### src/rtl/space_pkg.sv
// space_pkg: definitions shared by the spaceship-game pipeline stages.
//   coord_t        10-bit unsigned screen coordinate
//   KEY_*          USB keycodes used by the game
//   SCREEN_*_MAX   last visible column/row of the 640x480 frame
//   spawn_x()      centres a missile on the ship nose, clamped to the screen
package space_pkg;

  typedef logic [9:0] coord_t;

  localparam logic [7:0] KEY_A     = 8'h04;
  localparam logic [7:0] KEY_D     = 8'h07;
  localparam logic [7:0] KEY_FIRE  = 8'h1A;
  localparam logic [7:0] KEY_START = 8'h2C;

  localparam coord_t SCREEN_X_MAX = 10'd639;
  localparam coord_t SCREEN_Y_MAX = 10'd479;

  // Missile left edge = ship centre minus half the missile width.
  // The sum is formed in 11 bits so a ship hanging off the right edge cannot
  // wrap; the result is clamped into 0..SCREEN_X_MAX.
  function automatic coord_t spawn_x(input coord_t ship_x,
                                     input coord_t ship_sx,
                                     input coord_t half_shot);
    logic [10:0] centre;
    centre = {1'b0, ship_x} + {2'b00, ship_sx[9:1]};
    if (centre < {1'b0, half_shot}) begin
      return '0;
    end
    centre = centre - {1'b0, half_shot};
    if (centre > {1'b0, SCREEN_X_MAX}) begin
      return SCREEN_X_MAX;
    end
    return centre[9:0];
  endfunction

endpackage

### src/rtl/slot_finder.sv
// slot_finder: combinational priority encoder returning the lowest index
// whose active bit is clear.
//   active    in   NUM_SHOTS  per-slot live flags (registered state)
//   free_idx  out  IDX_W      lowest free slot index (0 when none free)
//   found     out  1          at least one slot is free
module slot_finder #(
  parameter  int NUM_SHOTS = 4,
  localparam int IDX_W     = (NUM_SHOTS > 1) ? $clog2(NUM_SHOTS) : 1
) (
  input  logic [NUM_SHOTS-1:0] active,
  output logic [IDX_W-1:0]     free_idx,
  output logic                 found
);

  // Scan from the top down so the last hit (the lowest index) wins.
  always_comb begin
    free_idx = '0;
    found    = 1'b0;
    for (int i = NUM_SHOTS - 1; i >= 0; i--) begin
      if (!active[i]) begin
        free_idx = IDX_W'(i);
        found    = 1'b1;
      end
    end
  end

endmodule

### src/rtl/ship_missile_ctrl.sv
// ship_missile_ctrl: missile manager behind the spaceship stage. Spawns up
// to NUM_SHOTS missiles at the ship nose on a fire key press and moves each
// one SHOT_STEP pixels up per frame until it leaves the top of the screen or
// the collision stage kills it.
//   frame_clk    in   1             frame-rate clock
//   Reset_n      in   1             asynchronous active-low reset
//   keycode      in   8             current USB keycode (W fires, Space clears)
//   ShipX/ShipY  in   10            ship left/top edge
//   ShipSX       in   10            ship width
//   kill_mask    in   NUM_SHOTS     bit i clears live slot i
//   ShotX/ShotY  out  10*NUM_SHOTS  packed per-slot edges, slot 0 in LSBs
//   ShotActive   out  NUM_SHOTS     per-slot live flags
//   ShotSX/SY    out  10            constant missile size
//   shots_fired  out  8             accepted fire count, wraps
// Build option: SHIP_MISSILE_AUTOFIRE_EN makes the fire key level-sensitive,
// so holding it fires every time the cooldown expires.
module ship_missile_ctrl
  import space_pkg::*;
#(
  parameter  int NUM_SHOTS = 4,
  parameter  int SHOT_STEP = 4,
  parameter  int COOLDOWN  = 8,
  parameter  int SHOT_SX   = 2,
  parameter  int SHOT_SY   = 6,
  parameter  int Y_MIN     = 0,
  localparam int IDX_W     = (NUM_SHOTS > 1) ? $clog2(NUM_SHOTS) : 1
) (
  input  logic                    frame_clk,
  input  logic                    Reset_n,
  input  logic [7:0]              keycode,
  input  logic [9:0]              ShipX,
  input  logic [9:0]              ShipY,
  input  logic [9:0]              ShipSX,
  input  logic [NUM_SHOTS-1:0]    kill_mask,
  output logic [10*NUM_SHOTS-1:0] ShotX,
  output logic [10*NUM_SHOTS-1:0] ShotY,
  output logic [NUM_SHOTS-1:0]    ShotActive,
  output logic [9:0]              ShotSX,
  output logic [9:0]              ShotSY,
  output logic [7:0]              shots_fired
);

  localparam coord_t SHOT_SX_C   = coord_t'(SHOT_SX);
  localparam coord_t SHOT_SY_C   = coord_t'(SHOT_SY);
  localparam coord_t HALF_SHOT   = coord_t'(SHOT_SX / 2);
  localparam coord_t STEP_C      = coord_t'(SHOT_STEP);
  // Any shot above this row would cross Y_MIN on its next step.
  localparam coord_t EXIT_Y      = coord_t'(Y_MIN + SHOT_STEP);
  localparam logic [7:0] COOLDOWN_C = 8'(COOLDOWN);

  logic       fire_prev_reg;
  logic [7:0] cooldown_reg, cooldown_next;
  logic [7:0] shots_fired_reg, shots_fired_next;

  logic             fire_key;
  logic             start_key;
  logic             fire_req;
  logic             accept;
  logic [IDX_W-1:0] free_idx;
  logic             free_found;
  coord_t           spawn_x_val;
  coord_t           spawn_y_val;

  assign fire_key  = (keycode == KEY_FIRE);
  assign start_key = (keycode == KEY_START);

`ifdef SHIP_MISSILE_AUTOFIRE_EN
  assign fire_req = fire_key;
`else
  assign fire_req = fire_key & ~fire_prev_reg;
`endif

  // Slot choice uses only registered flags, so a slot killed this frame
  // cannot be refilled until the following frame.
  slot_finder #(
    .NUM_SHOTS (NUM_SHOTS)
  ) u_slot_finder (
    .active   (ShotActive),
    .free_idx (free_idx),
    .found    (free_found)
  );

  // A rejected request is simply dropped; nothing is queued for later.
  assign accept = fire_req && !start_key && (cooldown_reg == 8'd0) &&
                  free_found && (ShipY >= SHOT_SY_C);

  assign spawn_x_val = spawn_x(ShipX, ShipSX, HALF_SHOT);
  assign spawn_y_val = ShipY - SHOT_SY_C;

  always_comb begin
    cooldown_next    = cooldown_reg;
    shots_fired_next = shots_fired_reg;
    if (start_key) begin
      cooldown_next = 8'd0;
    end else if (accept) begin
      cooldown_next    = COOLDOWN_C;
      shots_fired_next = shots_fired_reg + 8'd1;
    end else if (cooldown_reg != 8'd0) begin
      cooldown_next = cooldown_reg - 8'd1;
    end
  end

  always_ff @(posedge frame_clk or negedge Reset_n) begin
    if (!Reset_n) begin
      fire_prev_reg   <= 1'b0;
      cooldown_reg    <= 8'd0;
      shots_fired_reg <= 8'd0;
    end else begin
      fire_prev_reg   <= fire_key;
      cooldown_reg    <= cooldown_next;
      shots_fired_reg <= shots_fired_next;
    end
  end

  assign shots_fired = shots_fired_reg;
  assign ShotSX      = SHOT_SX_C;
  assign ShotSY      = SHOT_SY_C;

  generate
    for (genvar gi = 0; gi < NUM_SHOTS; gi++) begin : g_slot
      logic   active_reg, active_next;
      coord_t x_reg, x_next;
      coord_t y_reg, y_next;

      // Start wins over spawn, spawn only targets a free slot, and an
      // in-flight shot is killed, exits, or climbs in that order.
      always_comb begin
        active_next = active_reg;
        x_next      = x_reg;
        y_next      = y_reg;
        if (start_key) begin
          active_next = 1'b0;
        end else if (accept && (free_idx == IDX_W'(gi))) begin
          active_next = 1'b1;
          x_next      = spawn_x_val;
          y_next      = spawn_y_val;
        end else if (active_reg) begin
          if (kill_mask[gi]) begin
            active_next = 1'b0;
          end else if (y_reg < EXIT_Y) begin
            active_next = 1'b0;
          end else begin
            y_next = y_reg - STEP_C;
          end
        end
      end

      always_ff @(posedge frame_clk or negedge Reset_n) begin
        if (!Reset_n) begin
          active_reg <= 1'b0;
          x_reg      <= '0;
          y_reg      <= '0;
        end else begin
          active_reg <= active_next;
          x_reg      <= x_next;
          y_reg      <= y_next;
        end
      end

      assign ShotActive[gi]     = active_reg;
      assign ShotX[gi*10 +: 10] = x_reg;
      assign ShotY[gi*10 +: 10] = y_reg;
    end
  endgenerate

endmodule
### config.mk
export PLATFORM = sky130hd
export DESIGN_NAME = ship_missile_ctrl
export DESIGN_NICKNAME = d
export VERILOG_FILES = /design/src/rtl/space_pkg.sv /design/src/rtl/slot_finder.sv /design/src/rtl/ship_missile_ctrl.sv
export SDC_FILE = /design/constraint.sdc
export NUM_CORES = 1
export LEC_CHECK = 0
export BUFFER_PORTS_ARGS = -buffer_cell sky130_fd_sc_hd__buf_2
export CORE_MARGIN = 2
export CORE_UTILIZATION = 30
export DETAILED_ROUTE_END_ITERATION = 8
export GPL_ROUTABILITY_DRIVEN = 0
export PLACE_DENSITY = 0.58
export SYNTH_ARGS = -nofsm -noshare
export SYNTH_HDL_FRONTEND = slang
export SYNTH_HIERARCHICAL = 1
export SYNTH_SLANG_ARGS = --single-unit
### constraint.sdc
create_clock -name frame_clk -period 6.8 [get_ports frame_clk]
set_input_delay 1.02 -clock frame_clk [delete_from_list [all_inputs] [get_ports frame_clk]]
set_output_delay 1.02 -clock frame_clk [all_outputs]
set_load 0.05 [all_outputs]
==> flow_summary.json <==
{
  "dp.final_hpwl_mm": 11.3,
  "worstSetupStartpointType": "input port",
  "area_growth_pct": 20.2,
  "cts.clk_slew.worst_paths_ns": 0.07,
  "die_w_um": 144,
  "pre_cts_slack_ns": 2.54,
  "syn_area_um2": 5840,
  "row_count": 51,
  "ys_warn_count": 6,
  "synth-adder-area-share_pct": 4.20,
  "overflow": 0,
  "min_period_ns": 3.86,
  "arrival_ns": 4.07,
  "port_buffers": 134,
  "hold_buffers": 0,
  "setup_viol": 0,
  "synth-async-reset-ratio_pct": 100,
  "use_met2_pct": 24.3,
  "finalSetupTns_ns": 0,
  "clockRootBuffer": "clkbuf_16",
  "clock-sinks": 101,
  "place_area_um2": 6740,
  "clockBufferDepth": 2,
  "cp_slowest_cell": "a211oi_2",
  "cts_setup_buffers": 0,
  "synth-compound-area-share_pct": 16.2,
  "rsz0062_at_grt": "no",
  "cts_tree": "yes",
  "synth_seq_area_share_pct": 43.2,
  "netlist_top_cells_area": "dfrtp_1, nand2_1, xnor2_1, ha_1, nor2_1",
  "worstPathCellList": "buf_2 -> ha_1 -> inv_1 -> fa_1 -> nand2b_1 -> a21oi_1 -> xor2_1 -> nor4b_1 -> a311oi_1 -> a31oi_2 -> a211oi_2 -> o21ai_1",
  "gr-usage-met1_pct": 20.0,
  "yosys.area.top_type": "dfrtp_1",
  "h-tree-depth": 3,
  "mostFrequentLayoutCell": "buf_2",
  "die-area_um2": 20600,
  "worstPathMaxFanout": 7,
  "first_pass_iters": 4,
  "num_io_pins": 156,
  "synth_edf_count": 0,
  "antenna_found_initial": 0,
  "vdd.ir_drop.worst_mv": 0.0999,
  "final_hold_viol_count": 0,
  "path_class": "input port to flip-flop",
  "grt_pass1_vias": 4546,
  "wirelength_mm": 15.0,
  "max_slew_margin_pct": 46.2,
  "drcViolationCount": 0,
  "end_kind": "flip-flop",
  "drtAntennaViolNets": 0,
  "required_ns": 7.01,
  "cellLeakagePower_uw": 0.00350,
  "vias": 4768,
  "fmax_ghz": 0.259,
  "ys_types": 65,
  "synth_top_family_by_area": "simple AND/OR/NAND/NOR gates",
  "p_total_uw": 1430,
  "cts_resized": 0,
  "start_util_pct": 30.3,
  "layout-drive-gt1-share_pct": 24.8,
  "synthMuxAreaShare_pct": 3.17,
  "clock_latency_ns": 0.35,
  "powerDensity_nw_per_um2": 204,
  "finClkSkew_ns": 0.00972,
  "hp-class": "flip-flop to flip-flop",
  "drtIter0Drc": 224,
  "synthSimpleGateAreaFrac_pct": 19.2,
  "fin_nets": 809,
  "top_usage_layer": "met2",
  "grt_pass1_wl_mm": 23.8,
  "tightest_slew_ns": 0.804,
  "final.fill_count": 2034,
  "synth_xor_area_share_pct": 8.41,
  "seq_area_um2": 2530,
  "multi_input_area_um2": 3060,
  "viasPerCell": 4.69,
  "maxCapViolCount": 0,
  "die_h_um": 144,
  "mostFrequentLayoutCells": "buf_2, dfrtp_1, nand2_1",
  "grt_use_met3_pct": 2.73,
  "slowest_delay_ns": 0.55,
  "coreArea_um2": 19300,
  "syn_inst": 612,
  "period_share_pct": 56.8,
  "status": "completed",
  "worst_slack_ns": 2.94,
  "synth_top_area_share_pct": 43.2,
  "diodes": 0,
  "grt_max_degree": 57,
  "cts_buffers": 9,
  "synthFlopType": "dfrtp_1",
  "syn_avg_cell_area_um2": 9.55,
  "ys_ff_latch": 101,
  "stdcell_area_um2": 7030,
  "routedWlPerCell_um": 14.8,
  "drv_slew": 0,
  "crit_family": "compound AO/OA/AOI/OAI gates",
  "grt_util_all_layers_pct": 14.8,
  "critPathBufInv": 2
}
-- per-layer routing --
layer / wire (um) / up-vias
met5: 0 / -
met4: 148 / 0
met3: 849 / 10
met2: 6990 / 106
met1: 7010 / 2265
li1: - / 2387
-- cell usage after synthesis, drive strengths merged, types with 5 or more instances --
master,n
clkbuf,10
a211oi,13
mux2i,5
or3,17
nand2,77
xnor2,33
xor2,21
nor3,15
buf,27
or4,7
nand2b,8
inv,24
dfrtp,101
mux2,12
ha,18
nor2b,9
nand4,7
o311ai,6
o21ai,55
nor2,57
or2,5
a21oi,30
-- metrics by stage --
stage,utilization (%),instances,hold WS (ns)
after detailed placement,35.0,1000,0.451
after global placement,35.0,1000,0.449
after floorplan,-,630,0.501
after CTS,36.5,1016,0.468
final,36.5,1016,0.466
after global routing,36.5,1016,0.492
-- worst register-to-register path, delay by kind of cell (launching register included) --
family | cells | cell delay, ns
flip-flops | 1 | 0.39
adder cells (fa/ha/maj) | 1 | 0.19
buffers and inverters | 1 | 0.09
AO/OA/AOI/OAI | 2 | 0.76
AND/OR/NAND/NOR | 4 | 1.85
-- logic make-up (layout without fill, tap and decap cells) --
group           Yosys count  count (layout)
flops                   101             101
buf+inv                  61             182
fa+ha+maj                19              19
xor+xnor                 54              54
other cells               2              20
simple gates            225             225
mux                      17              17
compound gates          133             133
-- where the power goes --
group | internal, uW | switching [uW]
clock network | 253 | 243
logic | 104 | 187
registers | 625 | 21.3
-- layout make-up --
type                    instances  share of cell area (%)
inverters                      24                    1.28
clock inverters                 7                   0.801
flip-flops and latches        101                    36.0
multi-input cells             468                    43.6
well taps                     265                    4.72
repair buffers                142                    10.4
clock buffers                   9                    3.21
-- path summary, 6_finish.rpt --
path / slack (ns) / start / cells after the start / end
min: 0.47 / g_slot[1].y_reg[0] / 2 / g_slot[1].y_reg[0]
max: 2.94 / ShipX[0] / 12 / g_slot[3].x_reg[0]
max in group asynchronous: 4.96 / Reset_n / 2 / g_slot[0].y_reg[1]
max reg2reg: 3.44 / cooldown_reg[0] / 8 / g_slot[3].x_reg[1]
min reg2reg: 0.47 / g_slot[1].y_reg[0] / 2 / g_slot[1].y_reg[0]
min in group asynchronous: 0.68 / Reset_n / 1 / shots_fired[5]
(Power assumes the default switching activity.)
